==> src/rtl/demux2_pipe.sv <==
// demux2_pipe: registered 1-to-2 demultiplexer with valid/ready handshake and per-branch delivery counters
module demux2_pipe #(
  parameter int BUS_WIDTH = 32,
  parameter int CNT_WIDTH = 16
) (
  input  logic                 clk_in,
  input  logic                 rst_n_in,
  input  logic                 i_valid_in,
  input  logic [BUS_WIDTH-1:0] i_data_in,
  input  logic                 sel_in,
  output logic                 i_ready_out,
  output logic                 y0_valid_out,
  output logic [BUS_WIDTH-1:0] y0_data_out,
  input  logic                 y0_ready_in,
  output logic                 y1_valid_out,
  output logic [BUS_WIDTH-1:0] y1_data_out,
  input  logic                 y1_ready_in,
  output logic [CNT_WIDTH-1:0] cnt0_out,
  output logic [CNT_WIDTH-1:0] cnt1_out
);
  typedef enum logic {EMPTY, FULL} slot_t;
  slot_t                st  [2];
  logic [BUS_WIDTH-1:0] dat [2];
  logic [CNT_WIDTH-1:0] cnt [2];
  logic [1:0]           acc, drn;
  logic                 accept;
  assign i_ready_out = sel_in ? (st[1] == EMPTY || y1_ready_in) : (st[0] == EMPTY || y0_ready_in);
  assign accept      = i_valid_in && i_ready_out;
  assign acc         = {accept && sel_in, accept && !sel_in};
  assign drn         = {st[1] == FULL && y1_ready_in, st[0] == FULL && y0_ready_in};
  // Each slot loads on accept (even while draining), empties on drain alone, and counts handshakes
  always_ff @(posedge clk_in or negedge rst_n_in)
    if (!rst_n_in)
      for (int k = 0; k < 2; k++) begin
        st[k]  <= EMPTY;
        dat[k] <= '0;
        cnt[k] <= '0;
      end
    else
      for (int k = 0; k < 2; k++) begin
        st[k] <= acc[k] ? FULL : drn[k] ? EMPTY : st[k];
        if (acc[k]) dat[k] <= i_data_in;
        if (drn[k]) cnt[k] <= cnt[k] + 1'b1;
      end
  assign y0_valid_out = st[0] == FULL;
  assign y1_valid_out = st[1] == FULL;
  assign y0_data_out  = dat[0];
  assign y1_data_out  = dat[1];
  assign cnt0_out     = cnt[0];
  assign cnt1_out     = cnt[1];
endmodule

==> config.mk <==
export PLATFORM = sky130hd
export DESIGN_NAME = demux2_pipe
export DESIGN_NICKNAME = d
export VERILOG_FILES = /design/src/rtl/demux2_pipe.sv
export SDC_FILE = /design/constraint.sdc
export NUM_CORES = 1
export LEC_CHECK = 0
export CAP_MARGIN = 20
export CORE_UTILIZATION = 45
export CTS_CLUSTER_DIAMETER = 30
export CTS_CLUSTER_SIZE = 24
export DETAILED_ROUTE_END_ITERATION = 16
export GPL_ROUTABILITY_DRIVEN = 0
export HOLD_SLACK_MARGIN = 0.03
export PLACE_DENSITY_LB_ADDON = 0.12
export REMOVE_ABC_BUFFERS = 1
export SLEW_MARGIN = 20
export SYNTH_ARGS = -nofsm -noshare
export SYNTH_HDL_FRONTEND = slang
export SYNTH_SLANG_ARGS = --single-unit
==> constraint.sdc <==
create_clock -name clk_in -period 2 [get_ports clk_in]
set_clock_uncertainty 0.1 [all_clocks]
set_input_delay 0.4 -clock clk_in [delete_from_list [all_inputs] [get_ports clk_in]]
set_output_delay 0.4 -clock clk_in [all_outputs]
set_load 0.02 [all_outputs]
# Yosys cells after proc, flatten, opt, wreduce, memory -nomap -nowiden
# Index checks and enable logic that the tools add are counted.
# word_totals
regBits,98
output_inout_bits,99
word_cells,25
# classes
add_sub_neg,2
mux,5
bitwise,2
reduce_logical,10
# op_table
operator,n
"adder 16 x 1 -> 16 bit, second input constant",2
logical AND 1 bit,5
two-way mux 1 bit,5
nonzero test 2 bit,2
logical OR 1 bit,2
inverter 1 bit,2
logical NOT 1 bit,1

# Longest topological paths before layout
# depth
depth_word,6
mapped_depth,6

# Worst setup path after synthesis
# No wires, ideal clock.
# synth_timing
kind,register to register
from,register st (netlist bit y0_valid_out)
to,register dat (netlist bit y0_data_out[0])
setup_ns,0.125
t_arrival_ns,1.339
path_slack_ns,0.436
path_stages_with_launch,6
n_path_buf,2
path_cell_list,dfrtp_1 > nand2b_1 > and3b_1 > buf_6 > buf_6 > mux2_4
# synth_between
elab_chain_cells,5
# synth_rtl
item,line_no,rtl
"start, declared",22,slot_t st [2];
"start signal, assigned by index",41,st[k] <= acc[k] ? FULL : drn[k] ? EMPTY : st[k];
inverter 1 bit,27,assign i_ready_out = sel_in ? (st[1] == EMPTY || y1_ready_in) : (st[0] == EMPTY || y0_ready_in);
logical OR 1 bit,27,
two-way mux 1 bit,27,
logical AND 1 bit,28,assign accept = i_valid_in && i_ready_out;
logical AND 1 bit,29,"assign acc = {accept && sel_in, accept && !sel_in};"
"end signal, assigned by index",42,if (acc[k]) dat[k] <= i_data_in;
"end, declared",23,logic [BUS_WIDTH-1:0] dat [2];
# Every way passes these cells.
# A chain may end at the register's enable or synchronous reset.

# Final worst setup path
# layout_timing
from,register cnt (netlist bit cnt1_out[2])
to,output cnt1_out[2]
# layout_rtl
item,line_no,rtl
"start, declared",24,logic [CNT_WIDTH-1:0] cnt [2];
"start signal, assigned by index",43,if (drn[k]) cnt[k] <= cnt[k] + 1'b1;
"end, declared",19,output logic [CNT_WIDTH-1:0] cnt1_out
# No word-level cell between the ends.

==> metrics.txt <==
die area 9310 µm²; I/O Buffers between 100 and 150; initial antenna violation count 0; endpoints failing hold 0; Final Cycle Share 96.77%; synth cell count leaders dfrtp_1 (98), mux2_2 (30), mux2_4 (29), xnor2_1 (21), nand3_1 (13); DR pass1 iterations 4; initial DRC count 86; f_max 516.7 MHz; Die Span Y 96.49 µm; CP bufs+invs 1; largest net degree at the start of global routing 35; synth warn 0; clock buffer count from CTS 9; top-count cell post-synth dfrtp_1; nets 461; Max VDD drop between 0.6 and 0.7 mV; GR Overflow Total 0; Worst-path clk slew 0.09 ns; Via density 4.904; GR Util All Layers a little under a fifth; async set-reset flop share out of synthesis 100.0%; CORE AREA 8678 µm²; Setup TNS Final 0 ns; Syn Inst Count 261; Synth area leader dfrtp_1; Placed Instances 517; clock root cell clkbuf_8; FF+latch count, synth 98; CP required 1.50 ns; clock latency on the worst-skew pair 0.35 ns; startpoint class of the critical path flop; Max-Cap Viols 0; final cell count without fillers 534; CP Max Fanout 4; Total Routed Length between 8000 and 9000 µm; HPWL Detailed between 6000 and 7000 µm; status completed; sequential fraction of the synthesis area about three fifths; post-synth cell types 25; Post-synth EDFFs 0; DRC 0; first-pass GRT wire length between 10000 and 15000 µm; postcts setup bufs 0; Initial Util a little under half; FP Rows 34; Die X 96.49 µm; layout cell share with drive strength beyond 1 ~25%; pwr/cell area 991.6 nW/µm²; Avg Cell Area, Syn between 15 and 20 µm²; Wirelength per Cell 15.48 µm; CTS tree done; minimum clock period 1.935 ns; Clock Sinks 98; final core utilization slightly below 70%; Area Overhead vs Synth 45.84%; final setup vio count 0; ANT nets after route 0; routed vias 2619; Worst Setup End Kind output pin; slowest stage delay, CP 0.64 ns; Slew Viols, Final 0; Mapped Area 4018 µm²; worst path cell trace clkdlybuf4s50_1; Worst Max-Slew Pin Slew 0.4538 ns; Main synth FF type dfrtp_1; H-tree depth 3; top post-synthesis cells by area dfrtp_1 (61%), mux2_4 (11%), mux2_2 (8.4%), xnor2_1 (4.6%), mux2_1 (2.2%); leakage 2.637 nW; CP arrival 1.44 ns; Setup CP Type flop to output pin; worst min path class flop to flop; CP max stage cell clkdlybuf4s50_1; clock buffer depth 2; top cell type's share of synthesized area 61.04%; FILL cells 674; Ant. Diodes 0; vias in the first global route 2587; RSZ-0062 raised after global routing false; io pins 137; slew margin rel. 69.75%; CP top delay family buffers and inverters
## path summary, 6_finish.rpt
path / from / end / slack, ns / depth (start not counted)
worst max-delay path: cnt1_out[2] / cnt1_out[2] / 0.06 / 1
worst min-delay path: cnt0_out[15] / cnt0_out[15] / 0.38 / 1
worst max register to register: y1_valid_out / y1_data_out[29] / 0.37 / 5
worst min register to register: cnt0_out[15] / cnt0_out[15] / 0.38 / 1
max in group asynchronous: rst_n_in / y1_data_out[14] / 0.82 / 3
min in group asynchronous: rst_n_in / y1_data_out[28] / 0.41 / 2
## stage by stage
stage                     cell area [µm²]  power (W)  hold slack, ns  setup WS (ns)
after detailed placement             5637   0.004574          0.2823        -0.3496
after global routing                 5859   0.006125          0.4146      0.0001531
after CTS                            5847   0.005907          0.3828       0.008056
final                                5859   0.005810          0.3827        0.06455
after global placement               5637   0.004533          0.2856        -0.3345
after floorplan                      3934   0.003554        0.004409        -0.7194
## final cells by class
type                       instances  area, µm²  share of cell area (%)
sequential                        98       2452                   41.85
timing repair buffer             157       1575                   26.88
clock buffer                       9      123.9                   2.114
tap                              108      135.1                   2.306
clock inverter                     7      75.07                   1.281
inverter                           4      15.01                  0.2562
multi-input combinational        151       1483                   25.30
## registers in the layout (all words and copies together), names as in the netlist
| register | cells |
|---|---|
| cnt0_out | 16 |
| y0_data_out | 32 |
| cnt1_out | 16 |
| y1_valid_out | 1 |
| y0_valid_out | 1 |
| y1_data_out | 32 |
## routing by layer
layer / routed length [µm] / global-route usage (%)
met1: 3704 / 24.74
met2: 3877 / 29.58
met3: 574 / 5.477
met4: 111 / 6.740
met5: 0 / 0
## placed cells by master (no fill, tap or decap), types with 2 or more instances in the layout
master	instances
inv_1	4
mux2_1	8
nor2_1	6
nor3_2	2
mux2_4	29
ha_1	2
nand2_1	11
nor4_4	2
clkinv_2	2
clkbuf_8	9
inv_6	4
buf_4	17
dlymetal6s2s_1	5
buf_12	4
nand3_1	13
mux2_2	30
nand4_1	4
xnor2_1	21
and4_1	2
clkdlybuf4s50_1	128
xor2_1	9
dfrtp_1	98
and3_1	4
## logic make-up (layout without fill, tap and decap cells)
| family | Yosys count | after routing | share of synthesized area [%] |
|---|---|---|---|
| xor gates and xnor gates | 30 | 30 | 6.540 |
| buffers and inverters | 12 | 177 | 2.460 |
| DFF | 98 | 98 | 61.04 |
| adders and majority gates | 2 | 2 | 0.6228 |
| muxes | 67 | 67 | 21.49 |
| and+or+nand+nor | 52 | 52 | 7.848 |
## report_power, final
part           switching, W  internal [W]
logic              0.000873       0.00103
clock network      0.000700      0.000593
registers          0.000282       0.00233
total               0.00185       0.00396
## what timing repair did
item,4_1_cts,5_1_grt
hold buffers,1,0
endpoints found under the setup margin,1,5
endpoints found under the hold margin,31,0
pin swaps,0,0
resized for setup,6,5
Note: power is estimated with default switching activity, not from simulation.
